## src/rtl/uart_rx.sv

```systemverilog
// UART receiver: 2-flop synchronised serial input, mid-bit sampling, optional parity and stop checks.
// Define UART_RX_MAJORITY_EN to take a 3-sample majority vote around mid-bit instead of a single sample.
module uart_rx #(
  parameter int width    = 8,
  parameter int PRESCALE = 8
) (
  input  logic             CLK,
  input  logic             Reset,
  input  logic             Rx_in,
  input  logic             Parity_EN,
  input  logic             Parity_type,
  output logic [width-1:0] Data,
  output logic             Data_valid,
  output logic             Parity_error,
  output logic             Stop_error
);

  localparam int CNT_W = $clog2(PRESCALE);
  localparam int IDX_W = (width > 1) ? $clog2(width) : 1;
`ifdef UART_RX_MAJORITY_EN
  localparam int SAMPLE_AT = PRESCALE / 2 + 1;
`else
  localparam int SAMPLE_AT = PRESCALE / 2;
`endif

  typedef enum logic [2:0] {
    IDLE,
    START,
    DATA,
    PARITY,
    STOP
  } state_e;

  state_e             state_q, state_d;
  logic [CNT_W-1:0]   cnt_q, cnt_d;
  logic [IDX_W-1:0]   idx_q, idx_d;
  logic [width-1:0]   shift_q, shift_d;
  logic [width-1:0]   data_q, data_d;
  logic               par_en_q, par_en_d;
  logic               par_type_q, par_type_d;
  logic               par_fail_q, par_fail_d;
  logic               valid_q, valid_d;
  logic               perr_q, perr_d;
  logic               serr_q, serr_d;
  logic               sync1_q, sync1_d;
  logic               sync2_q, sync2_d;
  logic               rx_s;
  logic               bit_s;
  logic               at_sample;
  logic               at_wrap;

  assign rx_s      = sync2_q;
  assign at_sample = (cnt_q == CNT_W'(SAMPLE_AT));
  assign at_wrap   = (cnt_q == CNT_W'(PRESCALE - 1));

`ifdef UART_RX_MAJORITY_EN
  // hist_q[0] holds rx_s from one cycle ago, hist_q[1] from two cycles ago.
  logic [1:0] hist_q, hist_d;
  assign hist_d = {hist_q[0], rx_s};
  assign bit_s  = (hist_q[1] & hist_q[0]) | (hist_q[1] & rx_s) | (hist_q[0] & rx_s);
`else
  assign bit_s  = rx_s;
`endif

  always_ff @(posedge CLK) begin
    // NOTE: sequential state uses non-blocking assignments so every flop samples pre-edge values.
    if (Reset) begin
      state_q    <= IDLE;
      cnt_q      <= '0;
      idx_q      <= '0;
      shift_q    <= '0;
      data_q     <= '0;
      par_en_q   <= 1'b0;
      par_type_q <= 1'b0;
      par_fail_q <= 1'b0;
      valid_q    <= 1'b0;
      perr_q     <= 1'b0;
      serr_q     <= 1'b0;
      sync1_q    <= 1'b1;
      sync2_q    <= 1'b1;
`ifdef UART_RX_MAJORITY_EN
      hist_q     <= '1;
`endif
    end else begin
      state_q    <= state_d;
      cnt_q      <= cnt_d;
      idx_q      <= idx_d;
      shift_q    <= shift_d;
      data_q     <= data_d;
      par_en_q   <= par_en_d;
      par_type_q <= par_type_d;
      par_fail_q <= par_fail_d;
      valid_q    <= valid_d;
      perr_q     <= perr_d;
      serr_q     <= serr_d;
      sync1_q    <= sync1_d;
      sync2_q    <= sync2_d;
`ifdef UART_RX_MAJORITY_EN
      hist_q     <= hist_d;
`endif
    end
  end

  always_comb begin
    // NOTE: every signal gets a default first so no path through the case infers a latch.
    state_d    = state_q;
    cnt_d      = at_wrap ? '0 : cnt_q + CNT_W'(1);
    idx_d      = idx_q;
    shift_d    = shift_q;
    data_d     = data_q;
    par_en_d   = par_en_q;
    par_type_d = par_type_q;
    par_fail_d = par_fail_q;
    valid_d    = 1'b0;
    perr_d     = 1'b0;
    serr_d     = 1'b0;
    sync1_d    = Rx_in;
    sync2_d    = sync1_q;

    unique case (state_q)
      IDLE: begin
        cnt_d = '0;
        // The detecting cycle is edge count 0, so the counter resumes at 1.
        if (!rx_s) begin
          state_d    = START;
          cnt_d      = CNT_W'(1);
          idx_d      = '0;
          par_en_d   = Parity_EN;
          par_type_d = Parity_type;
          par_fail_d = 1'b0;
        end
      end
      START: begin
        if (at_sample && bit_s) begin
          state_d = IDLE;
          cnt_d   = '0;
        end else if (at_wrap) begin
          state_d = DATA;
          idx_d   = '0;
        end
      end
      DATA: begin
        if (at_sample) shift_d = {bit_s, shift_q[width-1:1]};
        if (at_wrap) begin
          if (idx_q == IDX_W'(width - 1)) state_d = par_en_q ? PARITY : STOP;
          else                            idx_d   = idx_q + IDX_W'(1);
        end
      end
      PARITY: begin
        if (at_sample && (bit_s != ((^shift_q) ^ par_type_q))) par_fail_d = 1'b1;
        if (at_wrap) state_d = STOP;
      end
      STOP: begin
        // Leave at the stop sample so a start edge late in the stop bit is caught.
        if (at_sample) begin
          state_d = IDLE;
          cnt_d   = '0;
          if (!bit_s)          serr_d = 1'b1;
          else if (par_fail_q) perr_d = 1'b1;
          else begin
            data_d  = shift_q;
            valid_d = 1'b1;
          end
        end
      end
      default: begin
        state_d = IDLE;
        cnt_d   = '0;
      end
    endcase
  end

  assign Data         = data_q;
  assign Data_valid   = valid_q;
  assign Parity_error = perr_q;
  assign Stop_error   = serr_q;

endmodule

```

## config.mk

```make
export PLATFORM = sky130hd
export DESIGN_NAME = uart_rx
export DESIGN_NICKNAME = d
export VERILOG_FILES = /design/src/rtl/uart_rx.sv
export SDC_FILE = /design/constraint.sdc
export NUM_CORES = 1
export LEC_CHECK = 0
export BUFFER_PORTS_ARGS = -buffer_cell sky130_fd_sc_hd__buf_2
export CORE_MARGIN = 5
export CORE_UTILIZATION = 58
export DETAILED_ROUTE_END_ITERATION = 10
export PLACE_DENSITY = 0.79
export SLEW_MARGIN = 15
export SYNTH_ARGS = -nofsm -noshare
export SYNTH_HDL_FRONTEND = slang
export SYNTH_SLANG_ARGS = --single-unit
```

## constraint.sdc

```tcl
create_clock -name CLK -period 5.2 [get_ports CLK]
set_input_delay 0 -clock CLK [delete_from_list [all_inputs] [get_ports CLK]]
set_output_delay 0 -clock CLK [all_outputs]
set_load 0.01 [all_outputs]
```

Word-level counts from Yosys, hierarchy flattened
Index checks and enable logic that the tools add are counted.
Widths: inputs -> output; s select.
{"block": "totals", "ff_bits": 33, "latchBits": 0, "ramBits": 0, "mem_bits_ro": 0, "in_bits": 5, "out_inout_bits": 11, "word_cells": 79, "mem_count": 0}
{"block": "op_classes", "n_addsub": 2, "mul": 0, "div_mod_pow": 0, "n_lt_le_gt_ge": 0, "eq_ne": 18, "shifts": 0, "mux": 26, "bitwise": 5, "n_reduce_logical": 15}
{"op": "$mux 3", "count": 16}
{"op": "$ne 2x2->1 const B", "count": 9}
{"op": "$pmux 3 s5", "count": 1}
{"op": "$eq 3x3->1 const B", "count": 4}
{"op": "$pmux 3 s4", "count": 1}
{"op": "$reduce_and 6->1", "count": 2}
{"op": "$pmux 3 s3", "count": 1}
{"op": "$reduce_xor 8->1", "count": 1}
{"op": "$add 3x1->3 const B", "count": 2}
{"op": "$eq 3x2->1 const B", "count": 2}
{"op": "$mux 1", "count": 6}
{"op": "$not 1->1", "count": 4}
{"op": "$reduce_and 2->1", "count": 2}
{"op": "$reduce_and 4->1", "count": 1}
{"op": "$reduce_or 4->1", "count": 1}
{"op": "$eq 3x1->1 const B", "count": 1}
{"op": "$logic_not 3->1", "count": 1}
{"op": "$ne 3x3->1 const B", "count": 1}
{"op": "$reduce_and 3->1", "count": 1}
{"op": "$reduce_bool 3->1", "count": 1}
{"op": "$reduce_or 3->1", "count": 1}
{"op": "$logic_and 1x1->1", "count": 2}
{"op": "$pmux 1 s2", "count": 1}
{"op": "$reduce_bool 2->1", "count": 1}
{"op": "3 further kinds", "count": 3}

Logic depth before layout (Yosys ltp)
Gate-level depths: netlist (run 1).
{"block": "depth", "word_depth": 6, "ltp_mapped": 7, "mapped_depth_nobuf": 6}

Worst setup path after synthesis (run 1)
No wires, ideal clock.
{"block": "synth_timing", "path_type": "reg2reg", "from": "register state_q[0]", "to": "register data_q[0], in the netlist Data[0]", "setup_ns": 0.128, "t_arrival_ns": 1.538, "required_ns": 5.072, "slack_ns": 3.535, "stages_incl_launch_ff": 8, "path_buffers": 3, "synth_period_minus_slack_ns": 1.665, "path_cell_list": "dfxtp_1 > buf_6 > or3b_1 > buf_2 > or3_1 > buf_6 > mux2i_1 > nor2_1"}
{"block": "synth_via", "elab_chain_cells": 2}
{"item": "start, declared", "line": "34", "source": "state_e state_q, state_d;"}
{"item": "start signal, assigned", "line": "85", "source": "state_q <= state_d;"}
{"item": "$eq 3x3->1", "line": "120", "source": "unique case (state_q)"}
{"item": "$reduce_and 4->1 (no source line)"}
{"item": "end signal, assigned", "line": "89", "source": "data_q <= data_d;"}
{"item": "end, declared", "line": "38", "source": "logic [width-1:0] data_q, data_d;"}
No other way between the ends.
A chain may end at the register's enable or synchronous reset.

Worst setup path after layout (run 1)
{"block": "layout_timing", "from": "register state_q[1]", "to": "register data_q[5], in the netlist Data[5]"}
Same word-level chain as after synthesis.

==> results of run 1 <==
-- cells in the mapped netlist (2+ instances only) --
library cell	instances
and3_1	2
xnor2_1	4
nand4b_1	2
buf_6	2
o21ai_0	6
inv_1	4
nand4_1	3
nor2b_1	3
a21oi_1	8
mux2i_1	18
xor2_1	2
nor3b_1	3
dfxtp_1	33
a211oi_1	3
ha_1	5
or2_2	2
clkbuf_1	8
o31ai_1	2
nor4_1	3
nand2_1	7
nor2_1	24
-- state kept, by name, summed over array words and instances (netlist names), 3 cells and up --
signal and flops:
state_q 3, shift_q 8, cnt_q 3, Data 8, idx_q 3
-- area by class of cell --
class / count / area share
Multi-Input combinational cell: 119 / 0.488
Sequential cell: 33 / 0.389
Timing Repair Buffer: 18 / 0.0619
Clock buffer: 6 / 0.0243
Tap cell: 30 / 0.0221
Inverter: 4 / 0.00884
Clock inverter: 2 / 0.00589
-- per-stage QoR --
stage	hold slack, ps	worst slack, ps
3_5_place_dp	186	3200
6_report	165	3160
2_1_floorplan	104	3530
3_3_place_gp	188	3280
4_1_cts	145	3180
5_1_grt	178	3060
-- cells by family (layout without fill, tap and decap cells) --
kind of cell,count (synthesis),in the layout
muxes,18,18
adders and majority gates,5,5
and+or+nand+nor,59,59
AOI/OAI and AO/OA,30,30
buffers and inverters,16,30
DFF,33,33
xor gates and xnor gates,7,7
-- power groups by stage --
stage               sequential (mW)  combinational, mW  clock, mW
finish                        0.259             0.0238      0.132
global route                  0.260             0.0263      0.149
CTS                           0.259             0.0233      0.136
detailed placement            0.265             0.0214          0
global placement              0.265             0.0208          0
floorplan                     0.262             0.0206          0
-- routing by layer --
layer | track usage | part of all wire | wire [um] | vias up
met1 | 0.246 | 0.46 | 1420 | 596
li1 | - | - | - | 619
met5 | 0 | 0 | 0 | -
met3 | 0.0579 | 0.053 | 166 | 4
met2 | 0.299 | 0.48 | 1500 | 37
met4 | 0.0485 | 0.011 | 35 | 0
-- critical path, cell delays in order, from the launching register on --
cell	delay [ps]
dfxtp_1	520
or3b_1	520
or3_1	550
mux2i_1	240
nor2_1	60
-- worst min-delay path by stage --
stage	startpoint	cells after the start	end	slack, ps
3_3_place_gp	Rx_in	2	sync1_q	190
4_1_cts	Reset	2	Data[2]	140
2_1_floorplan	Rx_in	1	sync1_q	100
3_5_place_dp	Rx_in	2	sync1_q	190
5_1_grt	Reset	2	shift_q[5]	180
6_report	Reset	2	Data[2]	160
==> results by group, run 1 <==
Logic synthesis
  • Yosys warning count: 0
  • Summed instance area of the synthesized netlist: 0.00157 mm2
  • Arithmetic-cell share of the synthesized area counting full adders, half adders and majority gates: 0.0399
  • Simple-gate share of the synthesized area: 0.199
  • Number of flops mapped to enable cells by yosys: 0
  • Average cell area after synthesis: between 9 and 10 um2
  • Count of different cell masters after synthesis: 45
  • Multiplexer area fraction after synthesis: 0.115
  • Post-synth net total: roughly 180
  • Main combinational cell family by area after synthesis: simple AND/OR/NAND/NOR gates
  • Cell type contributing the most total cell area after synthesis: dfxtp_1
  • Synthesized-area fraction occupied by ao, oa, aoi and oai cells: 0.128
  • Top cells by area, synth: dfxtp_1 42%, mux2i_1 12%, nor2_1 5.8%
  • Most frequently used flop master after synthesis: dfxtp_1
  • Gate Count Post-Synth: ~170
  • Share of the synthesized netlist area taken by xor and xnor gates: 0.0479
  • Share of the yosys chip area belonging to registers: 0.422
  • Proportion of register bits with asynchronous set or reset after synthesis: 0
  • Synth top area share: 0.422
  • Register bit total from synthesis: 33

Global route
  • Largest net degree at the start of global routing: 35
  • GRT Resource Usage Total: 0.187
  • Total gr overflow: 0
  • Global-route wire length before repair: around 5400 um
  • Antenna violations before repair: 0
  • Via count of the first global-routing pass: about 1200

STA
  • Setup TNS Final: 0 ps
  • Number of endpoints failing setup at the final stage: 0
  • Worst Max-Slew Pin Slew: around 700 ps
  • Peak Freq: a little under 500 MHz
  • RSZ-0062 raised after global routing: no
  • Portion of the clock cycle consumed by the worst path in the final layout: 0.392
  • Final min period: ~2000 ps
  • Worst relative slew slack: 0.529
  • Number of max-slew violations in the final report: 0
  • Number of hold-slack violations in the final timing report: 0
  • Post-Route Skew: between 15 and 20 ps

Cells and area
  • Post-route insts no fill: 212
  • Design area: roughly 0.0017 mm2
  • Commonest cells after routing, fill and taps aside: 33 x dfxtp_1, 24 x nor2_1, 18 x mux2i_1, 15 x buf_2, 8 x a21oi_1
  • Filler cell count in the final layout: 209
  • Share of layout cells above drive strength 1: 0.137
  • Core Util, Final: 0.674
  • Total number of nets in the final design: between 150 and 200
  • ANT cells: 0
  • Leading cell type in the layout, fill and taps excluded: dfxtp_1
  • Footprint of the multi-input gates: 830 um2
  • Synthesis-to-layout area growth: 8.47%
  • Register cell area after layout: approximately 660 um2

CTS
  • Clock tree root driver cell: clkbuf_4
  • CTS tree: built
  • Clock Path Buffers: 2
  • Setup repair bufs after CTS: 0
  • Cts-stage hold buffer count: 3
  • TritonCTS Buffers: 5
  • H-tree Lvls: 2
  • Clock insertion delay at the later pin of the skew report: approximately 330 ps
  • Post-CTS sizing: 0
  • Clock transition at the register clock pins on the worst setup and hold paths after CTS: 110 ps
  • Clk sink count: 33

Run status
  • Status: finished, final reports clean

Critical path
  • Worst setup endpoint: Data[5]
  • Nature of the critical path startpoint: flop
  • Worst-case register-to-register setup slack: ~3200 ps
  • Endpoint of the most critical register-to-register path: Data[5]
  • Origin of the worst setup path: state_q[1]
  • Worst setup path class: flop to flop
  • Worst Reg2Reg Path Length in Cells: 4
  • Highest net fanout along the worst path: 20
  • Start of the worst register-to-register path: state_q[1]
  • Critical path data required time: roughly 5400 ps
  • Arrival time at the worst endpoint: 2220 ps
  • Worst setup EP type: flop

Placement
  • Area after detailed placement: approximately 0.0016 mm2
  • Count of input and output buffers: 15
  • Weighted congestion at the end of routability-driven global placement: ~0.84
  • Placed cell count: approximately 200
  • Post-DP HPWL: between 2000 and 2500 um

Route
  • Drc violations: 0
  • Routed Wire Length: 3120 um
  • Violation count after the first detailed-routing iteration: 68
  • Residual antenna-violating net count after detailed routing: 0
  • Total vias in the final route: between 1000 and 1500
  • Avg Vias per Cell: just under 6
  • Number of search-and-repair iterations in the first detailed-routing pass: 4
  • Per-cell routed wire length: 14.7 um

Power and ir drop
  • Part of the total power dissipated in combinational logic: 0.057
  • Leakage power total: just under 0.8 nW
  • Proportion of power drawn by flip-flops and latches: 0.624
  • Power share of the clock group: 0.318
  • Int Pwr: between 300 and 400 uW
  • Psw: 97.6 uW
  • Post-route total power: just over 400 uW
  • Max VDD drop: ~0.19 mV
  • Sw Ratio: 0.235
  • Power Density: 244 mW/mm2

Floorplanning
  • Overall die width: between 60 and 70 um
  • Core area: around 0.0025 mm2
  • Effective utilization at floorplan: 0.621
  • DIE AREA: 0.00384 mm2
  • I/O Pins: 16
  • Die Y: slightly above 60 um
  • Number of placement rows: 18

Flow run
  • Max-Cap Viols: 0

Hold path
  • Worst hold path class: input pin to flop
Note: power is estimated with default switching activity, not from simulation.
==> run 2: changes to the inputs <==
--- a/config.mk
+++ b/config.mk
@@ -7,9 +7,9 @@
 export LEC_CHECK = 0
 export BUFFER_PORTS_ARGS = -buffer_cell sky130_fd_sc_hd__buf_2
 export CORE_MARGIN = 5
-export CORE_UTILIZATION = 58
+export CORE_UTILIZATION = 51
 export DETAILED_ROUTE_END_ITERATION = 10
-export PLACE_DENSITY = 0.79
+export PLACE_DENSITY = 0.73
 export SLEW_MARGIN = 15
 export SYNTH_ARGS = -nofsm -noshare
 export SYNTH_HDL_FRONTEND = slang
==> constraint.sdc (replaced) <==
create_clock -name CLK -period 1.65 [get_ports CLK]
set_input_delay 0 -clock CLK [delete_from_list [all_inputs] [get_ports CLK]]
set_output_delay 0 -clock CLK [all_outputs]
set_load 0.01 [all_outputs]
==> run 2 against run 1 <==
Against the previous run:
- final area up 14%
- total power rose to 3.7 times the previous value
- register-to-register slack worse by 3100 ps
- sequential power rose to 3.1 times the previous value
- die area up 11%
- combinational power rose to 4.1 times the previous value
- worst hold slack worse by 11 ps
- largest cell class unchanged
- global-route usage down 1.6 points
- core utilization down 2.7 points
- first-iteration DRC count up 51%
- critical path type unchanged
- clock skew down 9.0 ps
==> results by group, run 2 (synthesis results as in run 1) <==
Run status
  • Status: finished, final reports clean

Cells and area
  • Leading cell type in the layout, fill and taps excluded: dfxtp_1
  • Core Util, Final: 0.646
  • Post-route insts no fill: 229
  • ANT cells: 0
  • Synthesis-to-layout area growth: 23.9%
  • Commonest cells after routing, fill and taps aside: 31 x dfxtp_1, 23 x nor2_1, 17 x mux2i_1, 15 x buf_2, 13 x buf_4
  • Filler cell count in the final layout: ~250
  • Total number of nets in the final design: between 200 and 250
  • Register cell area after layout: 666 um2
  • Share of layout cells above drive strength 1: 0.276
  • Design area: 0.00194 mm2
  • Footprint of the multi-input gates: ~910 um2

CTS
  • TritonCTS Buffers: 5
  • Clk sink count: 33
  • H-tree Lvls: 2
  • Clock Path Buffers: 2
  • Clock tree root driver cell: clkbuf_4
  • Clock transition at the register clock pins on the worst setup and hold paths after CTS: around 100 ps
  • CTS tree: built
  • Clock insertion delay at the later pin of the skew report: roughly 330 ps

Global route
  • Global-route wire length before repair: approximately 5700 um
  • Met1 Track Usage GR: 0.203
  • Largest net degree at the start of global routing: 35
  • Met3 Use GR: 0.0496
  • Via count of the first global-routing pass: between 1000 and 1500
  • GRT Resource Usage Total: 0.171
  • Antenna violations before repair: 0
  • Met2 usage in global routing: 0.286
  • Total gr overflow: 0
  • Peak-usage layer in the global routing report: met2

Power and ir drop
  • Leakage power total: about 0.87 nW
  • Power Density: 787 mW/mm2
  • Max VDD drop: 0.651 mV

Floorplanning
  • Die Y: around 65 um
  • Core area: between 0.003 and 0.004 mm2
  • Effective utilization at floorplan: 0.522
  • Number of placement rows: 20
  • DIE AREA: 0.00428 mm2
  • I/O Pins: 16
  • Overall die width: around 65 um

STA
  • Final min period: roughly 1600 ps
  • Worst Max-Slew Pin Slew: between 500 and 600 ps
  • Worst relative slew slack: 0.608
  • Number of hold-slack violations in the final timing report: 0
  • Post-Route Skew: about 10 ps
  • Setup TNS Final: 0 ps
  • Number of max-slew violations in the final report: 0
  • RSZ-0062 raised after global routing: yes
  • Peak Freq: roughly 630 MHz
  • Portion of the clock cycle consumed by the worst path in the final layout: 0.962
  • Number of endpoints failing setup at the final stage: 0

Placement
  • Count of input and output buffers: 15
  • Placed cell count: 214
  • Weighted congestion at the end of routability-driven global placement: ~0.87
  • Post-DP HPWL: around 2300 um
  • Area after detailed placement: 0.00171 mm2

Critical path
  • Arrival time at the worst endpoint: ~1800 ps
  • Nature of the critical path startpoint: flop
  • Critical path data required time: ~1900 ps
  • Worst-case register-to-register setup slack: approximately 62 ps
  • Worst setup path class: flop to flop
  • Highest net fanout along the worst path: 8
  • Worst setup EP type: flop

Flow run
  • Max-Cap Viols: 0

Route
  • Per-cell routed wire length: about 15 um
  • Routed Wire Length: between 3000 and 4000 um
  • Total vias in the final route: approximately 1300
  • Violation count after the first detailed-routing iteration: a little over 100
  • Drc violations: 0
  • Residual antenna-violating net count after detailed routing: 0
  • Avg Vias per Cell: a little under 6
  • Number of search-and-repair iterations in the first detailed-routing pass: 4

Hold path
  • Worst hold path class: input pin to flop
-- run 2: cell count changes in the layout (fill, tap and decap cells not counted), moves of 2 or more --
cell	change
clkinv_2	-2
o21ai_0	-2
buf_4	+13
ha_4	+2
ha_1	-3
dfxtp_1	-2
-- run 2: final cells by class --
cell class / instances / area share
repair buffers: 32 / 0.115
multi-input cells: 119 / 0.469
flip-flops and latches: 33 / 0.343
clock buffers: 7 / 0.0284
well taps: 33 / 0.0213
clock inverters: 1 / 0.0155
inverters: 4 / 0.00774
-- run 2: routing by layer --
layer | share of wire | up-vias
li1 | - | 645
met1 | 0.47 | 644
met2 | 0.47 | 32
met3 | 0.044 | 11
met4 | 0.019 | 0
met5 | 0 | -
-- run 2: repair_timing --
| item | 4_1_cts | 5_1_grt |
|---|---|---|
| pin swaps | 0 | 5 |
| buffers inserted | 0 | 4 |
| endpoints found under the setup margin | 11 | 15 |
| gates resized for setup | 5 | 17 |
| hold endpoints to repair | 3 | 0 |
| hold buffers | 3 | 0 |
-- run 2: worst paths after layout --
kind                                from  depth (start not counted)    endpoint
worst max-delay path            cnt_q[0]                          8  shift_q[2]
worst min-delay path               Reset                          2    par_en_q
worst max register to register  cnt_q[0]                          8  shift_q[2]
worst min register to register   sync1_q                          1       bit_s
-- run 2: power by group --
group | switching [mW] | internal, mW | total (mW)
Combinational | 0.0528 | 0.0456 | 0.0985
Sequential | 0.00684 | 0.803 | 0.810
Clock | 0.257 | 0.362 | 0.619
-- run 2: worst max-delay path: stages (launching register included) --
cell and delay, ps:
dfxtp_4 380, inv_1 50, ha_1 200, buf_4 150, and3_1 200, nand2_2 90
buf_12 140, mux2i_1 210, nor2_1 50
-- run 2: per-stage QoR --
| step | total power [mW] | worst slack (ps) | hold WS (ps) |
|---|---|---|---|
| floorplan | 0.890 | -15.4 | 104 |
| global placement | 0.907 | -8.12 | 190 |
| detailed placement | 0.909 | -36.2 | 193 |
| CTS | 1.53 | 20.2 | 148 |
| global route | 1.60 | -6.49 | 162 |
| finish | 1.53 | 62.3 | 154 |
==> run 3: changes to the inputs <==
--- a/config.mk
+++ b/config.mk
@@ -6,10 +6,12 @@
 export NUM_CORES = 1
 export LEC_CHECK = 0
 export BUFFER_PORTS_ARGS = -buffer_cell sky130_fd_sc_hd__buf_2
-export CORE_MARGIN = 5
-export CORE_UTILIZATION = 51
+export CELL_PAD_IN_SITES_DETAIL_PLACEMENT = 1
+export CELL_PAD_IN_SITES_GLOBAL_PLACEMENT = 1
+export CORE_UTILIZATION = 40
 export DETAILED_ROUTE_END_ITERATION = 10
-export PLACE_DENSITY = 0.73
+export MAX_ROUTING_LAYER = met4
+export PLACE_DENSITY_LB_ADDON = 0.1
 export SLEW_MARGIN = 15
 export SYNTH_ARGS = -nofsm -noshare
 export SYNTH_HDL_FRONTEND = slang
==> run 3 against run 2 <==
Against the previous run:
- final area up 1.5%
- die area decreased by 2.6%
- largest cell class unchanged
- sequential cell count unchanged
==> results by group, run 3 (synthesis results as in run 1) <==
Floorplanning
  • DIE AREA: ~0.0042 mm2
  • Die Y: approximately 65 um
  • Core area: around 0.0037 mm2
  • Overall die width: roughly 65 um
  • Number of placement rows: 22
  • Effective utilization at floorplan: 0.422
  • I/O Pins: 16

CTS
  • Clk sink count: 33
  • H-tree Lvls: 2
  • Clock Path Buffers: 2
  • Clock transition at the register clock pins on the worst setup and hold paths after CTS: ~60 ps
  • Clock insertion delay at the later pin of the skew report: approximately 280 ps
  • TritonCTS Buffers: 5
  • CTS tree: built
  • Clock tree root driver cell: clkbuf_8
  • Setup repair bufs after CTS: 0

Cells and area
  • Design area: 0.00197 mm2
  • Share of layout cells above drive strength 1: 0.263
  • Total number of nets in the final design: around 200
  • Commonest cells after routing, fill and taps aside: 30 x dfxtp_1, 24 x nor2_1, 17 x mux2i_1, 15 x buf_2, 10 x buf_4
  • Leading cell type in the layout, fill and taps excluded: dfxtp_1
  • Post-route insts no fill: approximately 240
  • ANT cells: 0
  • Synthesis-to-layout area growth: 25.7%

STA
  • Worst path setup slack after routing: around 42 ps
  • Worst relative slew slack: 0.771
  • Portion of the clock cycle consumed by the worst path in the final layout: 0.974
  • Number of endpoints failing setup at the final stage: 0
  • Worst Max-Slew Pin Slew: roughly 340 ps
  • Number of hold-slack violations in the final timing report: 0
  • RSZ-0062 raised after global routing: yes
  • Final min period: 1610 ps
  • Number of max-slew violations in the final report: 0
  • Post-Route Skew: 1.87 ps
  • Peak Freq: roughly 620 MHz

Critical path
  • Origin of the worst setup path: state_q[1]
  • Worst setup EP type: flop
  • Critical path data required time: about 1800 ps
  • Nature of the critical path startpoint: flop
  • Arrival time at the worst endpoint: roughly 1800 ps
  • Endpoint of the most critical register-to-register path: Data[2]
  • Worst setup path class: flop to flop
  • Worst Reg2Reg Path Length in Cells: 5
  • Start of the worst register-to-register path: state_q[1]
  • Highest net fanout along the worst path: 8
  • Worst setup endpoint: Data[2]
  • Worst-case register-to-register setup slack: around 42 ps

Global route
  • Total gr overflow: 0
  • Antenna violations before repair: 0
  • Global-route wire length before repair: between 6000 and 7000 um
  • GRT Resource Usage Total: 0.211
  • Largest net degree at the start of global routing: 20
  • Via count of the first global-routing pass: between 1000 and 1500

Placement
  • Placed cell count: between 200 and 250
  • Post-Place Worst Slack: -44.4 ps
  • Area after detailed placement: 0.00176 mm2
  • Post-DP HPWL: about 2500 um
  • Count of input and output buffers: 15
  • Weighted congestion at the end of routability-driven global placement: approximately 0.86

Route
  • Avg Vias per Cell: 5.38
  • Per-cell routed wire length: 15.2 um
  • Routed Wire Length: between 3000 and 4000 um
  • Drc violations: 0
  • Residual antenna-violating net count after detailed routing: 0
  • Number of search-and-repair iterations in the first detailed-routing pass: 4
  • Violation count after the first detailed-routing iteration: 79
  • Total vias in the final route: roughly 1300

Power and ir drop
  • Leakage power total: just under 0.9 nW
  • Max VDD drop: around 0.38 mV
  • Power Density: slightly below 800 mW/mm2

Hold path
  • Worst hold path class: input pin to flop

Flow run
  • Max-Cap Viols: 0

Run status
  • Status: finished, final reports clean
[run 3: changes by cell type in the layout (fill, tap and decap cells not counted), moves of 2 or more]
cell and delta:
clkbuf_4 -5, buf_4 -3, dfxtp_2 +2, buf_12 +2
clkbuf_8 +5
[run 3: where the power goes]
group	switching, mW	internal, mW	total (mW)
combinational	0.0523	0.0458	0.0981
sequential	0.00656	0.804	0.811
clock	0.283	0.331	0.613
[run 3: layer usage]
layer / GRT usage / wire length [um]
met5: - / 0
met4: 0.100 / 58
met3: 0.0423 / 91
met2: 0.328 / 1740
met1: 0.261 / 1790
[run 3: area by class of cell]
| cell class | count | area, um2 |
|---|---|---|
| tap | 48 | 60.1 |
| clock buffer | 7 | 86.3 |
| sequential | 33 | 664 |
| multi-input combinational | 119 | 903 |
| inverter | 4 | 15.0 |
| timing repair buffer | 31 | 240 |
| fill | 437 | 1750 |
[run 3: stage by stage]
stage,setup TNS (ps),power (mW),utilization,hold slack (ps)
2_1_floorplan,-123,0.890,-,104
3_3_place_gp,0,0.913,0.474,183
3_5_place_dp,-120,0.917,0.474,187
4_1_cts,0,1.54,0.510,112
5_1_grt,-30.1,1.58,0.530,138
6_report,0,1.52,0.530,112
[run 3: worst min-delay path by stage]
stage	slack [ps]	start	depth (start not counted)	end
3_3_place_gp	180	Rx_in	2	sync1_q
4_1_cts	110	Reset	2	idx_q[1]
3_5_place_dp	190	Rx_in	2	sync1_q
2_1_floorplan	100	Rx_in	1	sync1_q
5_1_grt	140	Reset	2	idx_q[2]
6_report	110	Reset	2	idx_q[1]
[run 3: critical path: stages, from the launching register on]
cell and delay, ps:
dfxtp_2 340, or3b_4 390, or3_4 380, buf_12 160, mux2i_1 160, nor2_1 60
[run 3: what timing repair did]
action / CTS / global route
pin swaps: 0 / 5
hold endpoints to repair: 3 / 0
resized for setup: 5 / 17
hold buffers: 3 / 0
endpoints found under the setup margin: 7 / 19
